[src/rtl/hazard_ctrl.sv]
// hazard_ctrl: pipeline control for the five-stage core.
// Chooses the next PC and drives the stall/flush strobes for the PC register,
// IF/ID, ID/EX and EX/MEM. Traps beat a running multi-cycle op, which beats
// branches, which beat load-use stalls.
module hazard_ctrl #(
    parameter int                     PC_WIDTH    = 64,
    parameter int                     REG_ADDR_W  = 5,
    parameter int                     MC_LATENCY  = 4,
    parameter logic [PC_WIDTH-1:0]    TRAP_VECTOR = PC_WIDTH'(64'h100)
) (
    input  logic                  clk,
    input  logic                  rst,
    input  logic [PC_WIDTH-1:0]   pc_cur,
    input  logic [REG_ADDR_W-1:0] id_rs1,
    input  logic [REG_ADDR_W-1:0] id_rs2,
    input  logic                  id_use_rs1,
    input  logic                  id_use_rs2,
    input  logic [REG_ADDR_W-1:0] ex_rd,
    input  logic                  ex_mem_read,
    input  logic                  ex_mc_start,
    input  logic                  br_taken_ex,
    input  logic [PC_WIDTH-1:0]   br_target_ex,
    input  logic                  trap_req_mem,
    output logic [PC_WIDTH-1:0]   pc_next,
    output logic                  pc_stall,
    output logic                  pc_flush,
    output logic                  if_id_stall,
    output logic                  if_id_flush,
    output logic                  id_ex_stall,
    output logic                  id_ex_flush,
    output logic                  ex_mem_flush,
    output logic                  mc_busy
);

    localparam int                CNT_W    = $clog2(MC_LATENCY);
    localparam logic [CNT_W-1:0]  CNT_LOAD = CNT_W'(MC_LATENCY - 2);
    localparam logic [PC_WIDTH-1:0] PC_STEP = PC_WIDTH'(4);

    typedef enum logic {
        RUN     = 1'b0,
        MC_WAIT = 1'b1
    } state_t;

    state_t           state, state_nxt;
    logic [CNT_W-1:0] cnt, cnt_nxt;
    logic             load_use;

    // Load-use: the load in EX writes a nonzero register the ID instruction reads.
    assign load_use = ex_mem_read && (ex_rd != '0) &&
                      ((id_use_rs1 && (id_rs1 == ex_rd)) ||
                       (id_use_rs2 && (id_rs2 == ex_rd)));

    // State and countdown registers, cleared by synchronous reset.
    always_ff @(posedge clk) begin
        if (rst) begin
            state <= RUN;
            cnt   <= '0;
        end else begin
            state <= state_nxt;
            cnt   <= cnt_nxt;
        end
    end

    // Next-state and strobe decode in priority order; reset silences every strobe.
    always_comb begin
        state_nxt    = state;
        cnt_nxt      = cnt;
        pc_next      = pc_cur + PC_STEP;
        pc_stall     = 1'b0;
        pc_flush     = 1'b0;
        if_id_stall  = 1'b0;
        if_id_flush  = 1'b0;
        id_ex_stall  = 1'b0;
        id_ex_flush  = 1'b0;
        ex_mem_flush = 1'b0;
        mc_busy      = 1'b0;

        if (rst) begin
            state_nxt = RUN;
            cnt_nxt   = '0;
        end else if (trap_req_mem) begin
            pc_next      = TRAP_VECTOR;
            pc_flush     = 1'b1;
            if_id_flush  = 1'b1;
            id_ex_flush  = 1'b1;
            ex_mem_flush = 1'b1;
            mc_busy      = (state == MC_WAIT);
            state_nxt    = RUN;
            cnt_nxt      = '0;
        end else if (state == MC_WAIT) begin
            pc_stall     = 1'b1;
            if_id_stall  = 1'b1;
            id_ex_stall  = 1'b1;
            ex_mem_flush = 1'b1;
            mc_busy      = 1'b1;
            if (cnt == '0) begin
                state_nxt = RUN;
            end else begin
                cnt_nxt = cnt - CNT_W'(1);
            end
        end else begin
            if (ex_mc_start && !br_taken_ex) begin
                state_nxt = MC_WAIT;
                cnt_nxt   = CNT_LOAD;
            end
            if (br_taken_ex) begin
                pc_next     = br_target_ex;
                pc_flush    = 1'b1;
                if_id_flush = 1'b1;
                id_ex_flush = 1'b1;
            end else if (load_use && !ex_mc_start) begin
                pc_stall    = 1'b1;
                if_id_stall = 1'b1;
                id_ex_flush = 1'b1;
            end
        end
    end

endmodule

[config.mk]
export PLATFORM = sky130hd
export DESIGN_NAME = hazard_ctrl
export DESIGN_NICKNAME = d
export VERILOG_FILES = /design/src/rtl/hazard_ctrl.sv
export SDC_FILE = /design/constraint.sdc
export NUM_CORES = 1
export LEC_CHECK = 0
export ABC_AREA = 1
export BUFFER_PORTS_ARGS = -buffer_cell sky130_fd_sc_hd__buf_2
export CORE_UTILIZATION = 48
export DETAILED_ROUTE_END_ITERATION = 12
export MAX_ROUTING_LAYER = met4
export PLACE_DENSITY = 0.95
export SLEW_MARGIN = 10
export SYNTH_ARGS = -nofsm -noshare
export SYNTH_HDL_FRONTEND = slang
export SYNTH_SLANG_ARGS = --single-unit
[constraint.sdc]
create_clock -name clk -period 3.23 [get_ports clk]
set_clock_uncertainty 0.1 [all_clocks]
set_input_delay 0.4845 -clock clk [delete_from_list [all_inputs] [get_ports clk]]
set_output_delay 0.4845 -clock clk [all_outputs]
set_load 0.005 [all_outputs]
Word-level counts from Yosys, hierarchy flattened
Cells that the tools add are included.

Output and inout bits: 72. Input bits: 151. Bits in registers: 3. Logic and storage cells: 51.

Muxes and demuxes: 30. Equal/unequal tests: 3. $add $sub $neg: 2. Reductions and logical operators: 14.

Operators with widths (count): $mux 64 (4); $add 64x3->64 const B (1); $mux 1 (23); $eq 5x5->1 (2); $logic_and 1x1->1 (6); $mux 2 (3); $reduce_bool 5->1 (1); $logic_not 1->1 (2); $logic_not 2->1 (1); $ne 2x2->1 const B (1); $reduce_and 2->1 (1); $reduce_bool 2->1 (1); $reduce_or 2->1 (1); $sub 2x1->2 const B (1); $logic_or 1x1->1 (1).

Logic depth before layout (Yosys ltp)
Gate-level depths: netlist of the first run.

Depth after elaboration: 10. Depth in mapped cells: 11. Depth with buffers taken out: 11.

Worst setup path before layout of the first run
OpenSTA, ideal clock, no wires.

Path type: in2out. From: in pc_cur[2]. To: out pc_next[58]. Setup slack: 1.066 ns. Arrival: 1.580 ns. Buffers on the path: 0. Cell stages on the path: 11. Data required time: 2.645 ns. Path through: ha_1 > nand2_1 > nor2_2 > nand2_2 > nor2_4 > nand2_4 > nor2_4 > nand2_1 > nand2_1 > nand3_1 > nand2_1.

Longest elaborated chain between the ends: 5.

RTL lines: from (decl) (line 13) `input logic [PC_WIDTH-1:0] pc_cur,`; $add 64x3->64 (*) (line 68) `pc_next = pc_cur + PC_STEP;`; $mux 64 (line 106) `if (br_taken_ex) begin`; $mux 64 (line 90) `end else if (state == MC_WAIT) begin`; $mux 64 (line 81) `end else if (trap_req_mem) begin`; $mux 64 (*) (line 78) `if (rst) begin`; to (decl) (line 24) `output logic [PC_WIDTH-1:0] pc_next,`.

Mark *: on every way between the ends. The rest lies on a longest branch, timed or not.

Final worst setup path of the first run
From: in pc_cur[2]. To: out pc_next[32].

The elaborated chain is that of the path after synthesis.

==> summary.md, run 1 <==
| Metric | Value |
|---|---|
| Maximum operating frequency | `between 0.3 and 0.4 GHz` |
| CTS tree | `built` |
| Sequential fraction of the synthesis area | `between 1.5 and 2%` |
| Ratio of final minimum period to clock period | `84.8%` |
| Layout filler cell count | `~690` |
| Hold bufs inserted after CTS | `0` |
| Instance area after placement | `0.00459 mm2` |
| Reg-to-Reg End | `cnt[1]$_SDFFE_PP0P_` |
| Later-pin clock latency in the skew report | `220 ps` |
| Setup repair after global routing missed its margin | `false` |
| Clock tree sinks | `3` |
| Overall overflow remaining after global route | `0` |
| Vias in the first global route | `around 5000` |
| Outcome | `finished, final reports clean` |
| Data arrival at the endpoint of the critical path | `2160 ps` |
| Maximum resistive drop on vdd | `236 uV` |
| Die X-Extent | `86.1 um` |
| Syn Nets | `903` |
| Total Routing Usage GR | `40.1%` |
| Clock edge transition at the registers on the reported setup and hold paths | `approximately 30 ps` |
| Tightest Pin Transition | `~620 ps` |
| Worst path slowest cell | `sky130_fd_sc_hd__nor2_2` |
| Count of TritonRoute iterations in the first routing pass | `7` |
| Depth of the CTS H-tree | `1` |
| Gate count of the mapped netlist | `750` |
| Final min period | `2740 ps` |
| Port Buffer Count | `222` |
| Die Outline Area | `0.00740 mm2` |
| Distinct cells, synth | `37` |
| Count of synthesis-stage warnings from yosys | `0` |
| Max-Slew Margin vs Limit | `58.4%` |
| Synthesized area | `0.00339 mm2` |
| Total wire length after detailed routing | `14.8 mm` |
| Number of antenna violations at the first check in global routing | `0` |
| Count of inserted antenna diode cells | `0` |
| Maximum capacitance violations | `0` |
| Final-report setup violation count | `0` |
| Layout cells sized above 1 | `27.0%` |
| Core area | `0.00679 mm2` |
| Element type at the critical path end | `output pin` |
| Final number of max-transition violations | `0` |
| Number of buffers created by CTS | `3` |
| Path class of the lowest-slack min-delay path | `reg2reg` |
| Via total after detailed routing | `between 5000 and 6000` |
| Required time reported for the critical path endpoint | `2650 ps` |
| Die outline height | `86.1 um` |
| Remaining antenna violation count after routing | `0` |
| Final Net Count | `1121` |
| Avg Inst Size Synth | `roughly 4.5 um2` |
| Post-CTS setup buffer count | `0` |
| Wire length of the first global-routing pass | `22.9 mm` |
| Worst Hold Depth | `3` |
| Flip-flop and latch count after synthesis | `3` |
| PwrDens | `approximately 130 mW/mm2` |
| Pin count of the biggest net entering global routing | `35` |
| Number of placed I/O pins | `223` |
| Number of hold violations in the final report | `0` |
| Final HPWL DP | `12.6 mm` |
| Cts repair resizes | `0` |
| Leak | `2.59 nW` |
| Final std cell area, no fill | `0.00463 mm2` |
| Clk buf depth | `2` |
| Reg-to-reg setup timing slack | `1910 ps` |
| Routed vias/inst | `5.28` |
| Top cell family by delay on the critical path | `simple AND/OR/NAND/NOR gates` |
| Area growth syn-to-layout | `36.6%` |
| Critical Path Fanout Max | `8` |
| DRC violations left | `0` |
| Final-layout setup total negative slack | `0 ps` |
| Post-route core utilization | `68.2%` |
| List of cells traversed by the critical path | `buf_2 > ha_1 > nand3_1 > nor2_1 > nand4_1 > nor2_2 > nand3_1 > o211ai_1 > nand2_1 > buf_2` |
| Gp weighted congestion | `1.02` |
| Minimum hold slack | `~420 ps` |
| Count of buffer and inverter cells on the critical path | `2` |
| Starting density of the core | `49.9%` |
| Clock root buffer | `sky130_fd_sc_hd__clkbuf_8` |
| Crit Path Category | `in2out` |
| Worst stage delay on the critical path | `between 300 and 400 ps` |
| CP startpoint kind | `input port` |
| Tot Pwr | `0.623 mW` |
| Worst reg2reg path startpoint | `state$_SDFF_PP0_` |
| Detailed Route Iter0 Violations | `543` |
| Average wire per cell in the routed design | `13.9 um` |
| Launch instance of the worst min-delay path | `cnt[0]$_SDFFE_PP0P_` |
| Number of placement rows | `30` |
| End of the worst hold path | `cnt[0]$_SDFFE_PP0P_` |
| Number of cells on the worst reg-to-reg path | `6` |
==> stage by stage <==
step / std cells / setup slack, ps
after floorplan: 750 / 1070
final: 1063 / 490
after global routing: 1063 / 307
after detailed placement: 1059 / 529
after global placement: 1059 / 595
after CTS: 1063 / 532
==> worst max-delay path by stage <==
stage	end	slack (ps)	depth (start not counted)	startpoint
2_1_floorplan	pc_next[58]	1070	11	pc_cur[2]
3_3_place_gp	pc_next[32]	600	10	pc_cur[2]
3_5_place_dp	pc_next[32]	530	10	pc_cur[2]
4_1_cts	pc_next[32]	530	10	pc_cur[2]
5_1_grt	pc_next[28]	310	10	pc_cur[2]
6_report	pc_next[32]	490	10	pc_cur[2]
==> metal layers <==
layer,global-route usage [%],vias up,part of all wire (%)
li1,-,2822,-
met1,47.5,2441,40
met2,71.3,317,48
met3,5.00,29,9.9
met4,10.5,0,2.1
met5,-,-,0
==> layout by cell type (no fill, tap or decap), types with 8 or more instances in the layout <==
cell type / netlist / final
sky130_fd_sc_hd__o21ai_0: 34 / 34
sky130_fd_sc_hd__nor2_1: 125 / 125
sky130_fd_sc_hd__nor3_1: 8 / 8
sky130_fd_sc_hd__nor2_2: 12 / 11
sky130_fd_sc_hd__o211ai_1: 8 / 8
sky130_fd_sc_hd__a21oi_1: 17 / 17
sky130_fd_sc_hd__inv_1: 87 / 87
sky130_fd_sc_hd__nand3_1: 67 / 67
sky130_fd_sc_hd__buf_2: 7 / 222
sky130_fd_sc_hd__nand2_1: 300 / 300
sky130_fd_sc_hd__nand4_1: 13 / 13
==> cell type report <==
class	instances	area [um2]	area share, %
multi-input cells	643	2920	63.0
repair buffers	228	1160	25.0
inverters	89	334	7.21
well taps	96	120	2.59
flip-flops and latches	3	60.1	1.30
clock buffers	4	45.0	0.972
==> report_power, final <==
part / switching [mW] / total [mW] / internal (mW)
logic: 0.272 / 0.472 / 0.201
clock network: 0.0273 / 0.112 / 0.0843
registers: 0.000441 / 0.0386 / 0.0382
total: 0.299 / 0.623 / 0.323
==> Yosys cell counts <==
cell type	number	share of area [%]
sky130_fd_sc_hd__o22ai_1	1	0.18
sky130_fd_sc_hd__xnor2_1	1	0.26
sky130_fd_sc_hd__inv_1	87	9.6
sky130_fd_sc_hd__nor3_2	1	0.30
sky130_fd_sc_hd__o21bai_1	3	0.66
sky130_fd_sc_hd__nor2_1	125	14
sky130_fd_sc_hd__nor2_2	12	2.2
sky130_fd_sc_hd__nor4_1	1	0.18
sky130_fd_sc_hd__a31oi_1	1	0.18
sky130_fd_sc_hd__xor2_1	4	1.0
sky130_fd_sc_hd__clkinv_1	2	0.22
sky130_fd_sc_hd__buf_2	7	1.0
sky130_fd_sc_hd__o21ai_1	5	0.74
sky130_fd_sc_hd__or2_1	1	0.18
sky130_fd_sc_hd__o211ai_1	8	1.8
sky130_fd_sc_hd__o31ai_1	1	0.22
sky130_fd_sc_hd__nand3_1	67	9.9
sky130_fd_sc_hd__ha_1	2	0.74
sky130_fd_sc_hd__and2_1	2	0.37
sky130_fd_sc_hd__a32o_1	4	1.2
sky130_fd_sc_hd__nand2_2	6	1.1
sky130_fd_sc_hd__a21oi_1	17	2.5
sky130_fd_sc_hd__nand3b_1	4	0.89
sky130_fd_sc_hd__nor3_1	8	1.2
sky130_fd_sc_hd__a21o_1	6	1.3
sky130_fd_sc_hd__nand2_4	1	0.33
sky130_fd_sc_hd__nand2_1	300	33
sky130_fd_sc_hd__a22o_1	3	0.78
sky130_fd_sc_hd__nand4_1	13	2.4
sky130_fd_sc_hd__nor3b_1	1	0.22
sky130_fd_sc_hd__buf_4	5	1.1
sky130_fd_sc_hd__o31a_1	1	0.26
sky130_fd_sc_hd__clkbuf_1	3	0.33
sky130_fd_sc_hd__or2_2	4	0.74
sky130_fd_sc_hd__dfxtp_1	3	1.8
sky130_fd_sc_hd__nor2_4	6	2.0
sky130_fd_sc_hd__o21ai_0	34	5.0
==> sequential cells by signal, indices dropped and copies added, names as in the netlist <==
name and count:
cnt 2, state 1
==> kinds of logic (layout without fill, tap and decap cells) <==
logic type | Yosys count | after routing | synth area share, %
AND/OR/NAND/NOR | 552 | 552 | 69.0
flip-flops | 3 | 3 | 1.77
AO/OA/AOI/OAI | 84 | 84 | 14.8
buffers and inverters | 104 | 321 | 12.3
adder cells (fa/ha/maj) | 2 | 2 | 0.738
XOR/XNOR | 5 | 5 | 1.29
==> worst min-delay path, stage by stage, from the launching register on <==
cell and delay, ps:
sky130_fd_sc_hd__dfxtp_1 290, sky130_fd_sc_hd__inv_1 70, sky130_fd_sc_hd__nor2_1 50, sky130_fd_sc_hd__nor2_1 70
(Power assumes the default switching activity.)
==> run 2: changes to the inputs <==
--- a/config.mk
+++ b/config.mk
@@ -7,10 +7,10 @@
 export LEC_CHECK = 0
 export ABC_AREA = 1
 export BUFFER_PORTS_ARGS = -buffer_cell sky130_fd_sc_hd__buf_2
-export CORE_UTILIZATION = 48
+export CORE_UTILIZATION = 40
 export DETAILED_ROUTE_END_ITERATION = 12
 export MAX_ROUTING_LAYER = met4
-export PLACE_DENSITY = 0.95
+export PLACE_DENSITY = 0.9
 export SLEW_MARGIN = 10
 export SYNTH_ARGS = -nofsm -noshare
 export SYNTH_HDL_FRONTEND = slang
==> constraint.sdc (replaced) <==
create_clock -name clk -period 2.5 [get_ports clk]
set_clock_uncertainty 0.1 [all_clocks]
set_input_delay 0.375 -clock clk [delete_from_list [all_inputs] [get_ports clk]]
set_output_delay 0.375 -clock clk [all_outputs]
set_load 0.005 [all_outputs]
==> summary.md, run 2 (synthesis gave the netlist of run 1 again) <==
| Metric | Value |
|---|---|
| Total Routing Usage GR | `34.1% (was 40.1%)` |
| Count of buffer and inverter cells on the critical path | `4 (was 2)` |
| Number of buffers created by CTS | `3 (unchanged)` |
| Clk buf depth | `2 (unchanged)` |
| List of cells traversed by the critical path | `buf_2 > nand2_1 > inv_1 > nand2_1 > nor2_1 > nand3_1 > o21ai_0 > nand3_1 > nand2_1 > inv_1 > buf_2 (was buf_2 > ha_1 > nand3_1 > nor2_1 > nand4_1 > nor2_2 > nand3_1 > o211ai_1 > nand2_1 > buf_2)` |
| Element type at the critical path end | `output pin (unchanged)` |
| Via total after detailed routing | `5560 (was 5609)` |
| Area growth syn-to-layout | `41.3% (was 36.6%)` |
| Final-report setup violation count | `0 (unchanged)` |
| Required time reported for the critical path endpoint | `2030 ps (was 2650 ps)` |
| Maximum capacitance violations | `0 (unchanged)` |
| Crit Path Category | `in2out (unchanged)` |
| Later-pin clock latency in the skew report | `220 ps (about the same)` |
| Top library cells by usage in the layout, fill and taps aside | `300 x sky130_fd_sc_hd__nand2_1, 222 x sky130_fd_sc_hd__buf_2, 121 x sky130_fd_sc_hd__nor2_1, 87 x sky130_fd_sc_hd__inv_1, 67 x sky130_fd_sc_hd__nand3_1 (was 300 x sky130_fd_sc_hd__nand2_1, 222 x sky130_fd_sc_hd__buf_2, 125 x sky130_fd_sc_hd__nor2_1, 87 x sky130_fd_sc_hd__inv_1, 67 x sky130_fd_sc_hd__nand3_1)` |
| Number of antenna violations at the first check in global routing | `0 (unchanged)` |
| Largest regs | `cnt (2), state (1) (unchanged)` |
| Number of placed I/O pins | `223 (unchanged)` |
| DRC violations left | `0 (unchanged)` |
| Starting density of the core | `41.3% (was 49.9%)` |
| Maximum operating frequency | `0.412 GHz` |
| Most flop-heavy register | `cnt (unchanged)` |
| Die outline height | `94.1 um (was 86.1 um)` |
| Hold bufs inserted after CTS | `0 (unchanged)` |
| Gp weighted congestion | `1.06 (was 1.02)` |
| Outcome | `finished, final reports clean (unchanged)` |
| Detailed Route Iter0 Violations | `309 (was 543)` |
| Fin cells | `1085 (was 1063)` |
| Average wire per cell in the routed design | `13.7 um (was 13.9 um)` |
| Leak | `2.66 nW (was 2.59 nW)` |
| Overall overflow remaining after global route | `0 (unchanged)` |
| CTS tree | `built (unchanged)` |
| Most common library cell in the layout ignoring fill and taps | `sky130_fd_sc_hd__nand2_1 (unchanged)` |
| Worst stage delay on the critical path | `340 ps (was 390 ps)` |
| Routed vias/inst | `5.12 (was 5.28)` |
| Cell total after placement | `1080 (was 1059)` |
| Clock tree sinks | `3 (unchanged)` |
| Die Outline Area | `0.00885 mm2 (was 0.00740 mm2)` |
| Data arrival at the endpoint of the critical path | `1950 ps (was 2160 ps)` |
| PwrDens | `170 mW/mm2 (was 134 mW/mm2)` |
| Depth of the CTS H-tree | `1 (unchanged)` |
| Ratio of final minimum period to clock period | `97.0%` |
| Final number of max-transition violations | `0 (unchanged)` |
| Remaining antenna violation count after routing | `0 (unchanged)` |
| Vias in the first global route | `4945 (was 5016)` |
| Total wire length after detailed routing | `14.9 mm (was 14.8 mm)` |
| Clock root buffer | `sky130_fd_sc_hd__clkbuf_8 (unchanged)` |
| Tightest Pin Transition | `502 ps (was 619 ps)` |
| Layout cells sized above 1 | `28.7% (was 27.0%)` |
| Worst path slowest cell | `sky130_fd_sc_hd__o21ai_0 (was sky130_fd_sc_hd__nor2_2)` |
| Number of hold violations in the final report | `0 (unchanged)` |
| CP startpoint kind | `input port (unchanged)` |
| Count of inserted antenna diode cells | `0 (unchanged)` |
| Pin count of the biggest net entering global routing | `29 (was 35)` |
| Final min period | `2420 ps` |
| Final Net Count | `1134 (was 1121)` |
| Cell mode on critical path | `sky130_fd_sc_hd__nand2_1` |
| Critical Path Fanout Max | `5 (was 8)` |
| Core area | `0.00822 mm2 (was 0.00679 mm2)` |
| Count of TritonRoute iterations in the first routing pass | `5 (was 7)` |
| Number of flip-flops under the largest register name | `2 (unchanged)` |
| Maximum resistive drop on vdd | `299 uV (was 236 uV)` |
| Wire length of the first global-routing pass | `23.1 mm (was 22.9 mm)` |
| Path class of the lowest-slack min-delay path | `in2reg (was reg2reg)` |
| Max-Slew Margin vs Limit | `66.3% (was 58.4%)` |
| Die X-Extent | `94.1 um (was 86.1 um)` |
| Number of placement rows | `33 (was 30)` |
| Clock edge transition at the registers on the reported setup and hold paths | `30 ps (about the same)` |
| Setup repair after global routing missed its margin | `false (unchanged)` |
| Final HPWL DP | `12.8 mm (was 12.6 mm)` |
| Port Buffer Count | `222 (unchanged)` |
| Final-layout setup total negative slack | `0 ps (unchanged)` |
| Top cell family by delay on the critical path | `simple AND/OR/NAND/NOR gates (unchanged)` |
run 2: cell types whose count changed in the layout (fill, tap and decap cells not counted), moves of 2 or more:
cell,previous run,this run
sky130_fd_sc_hd__buf_4,6,18
sky130_fd_sc_hd__nor2_1,125,121
sky130_fd_sc_hd__nor2_4,7,10
sky130_fd_sc_hd__nor3_1,8,6
sky130_fd_sc_hd__nor3_2,1,3
run 2: final cells by class:
cell class,count,area (um2)
clock buffer,4,45.0
timing repair buffer,241,1270
inverter,89,334
multi-input combinational,643,2960
sequential,3,60.1
tap,105,131
fill,910,3420
run 2: worst reg2reg max path: cells and delay by family (launching register included):
kind                   cells  cell delay, ps
AO/OA/AOI/OAI              3             460
buffers and inverters      2             230
flip-flops                 1             320
AND/OR/NAND/NOR            1             100
run 2: final timing paths:
path | startpoint | endpoint | slack [ps] | depth (start not counted)
worst min register to register | cnt[0]$_SDFFE_PP0P_ | cnt[0]$_SDFFE_PP0P_ | 410 | 3
worst max register to register | state$_SDFF_PP0_ | cnt[1]$_SDFFE_PP0P_ | 1180 | 6
worst max-delay path | pc_cur[5] | pc_next[53] | 80 | 11
worst min-delay path | ex_mc_start | state$_SDFF_PP0_ | 390 | 3
run 2: routing by layer:
| layer | global-route usage, % | routed length [um] | vias up |
|---|---|---|---|
| met5 | - | 0 | - |
| met4 | 7.44 | 270 | 0 |
| met3 | 3.07 | 1200 | 20 |
| met2 | 58.5 | 6980 | 270 |
| met1 | 43.3 | 6430 | 2423 |
| li1 | - | - | 2847 |
run 2: through the flow:
step           instance area, um2  setup WS [ps]  hold slack [ps]  util (%)  total power [mW]
4_1_cts                      4750           44.9              387      57.8             0.810
6_report                     4790           75.7              391      58.3             0.815
5_1_grt                      4790           3.13              429      58.3             0.896
3_3_place_gp                 4700           55.0              408      57.2             0.654
2_1_floorplan                3390            555              381         -             0.335
3_5_place_dp                 4700           8.39              410      57.2             0.660
run 2: power by group:
| part | total (mW) | leakage (nW) | internal, mW | switching (mW) |
|---|---|---|---|---|
| Clock | 0.145 | 0.0228 | 0.109 | 0.0357 |
| Sequential | 0.0498 | 0.0243 | 0.0493 | 0.000529 |
| Combinational | 0.620 | 2.62 | 0.269 | 0.351 |
run 2: what timing repair did:
| item | in CTS | in global routing |
|---|---|---|
| endpoints found under the setup margin | 1 | 16 |
| buffers inserted | 0 | 1 |
| pin swaps | 0 | 1 |
| gates resized for setup | 1 | 9 |
| hold endpoints to repair | 0 | 0 |
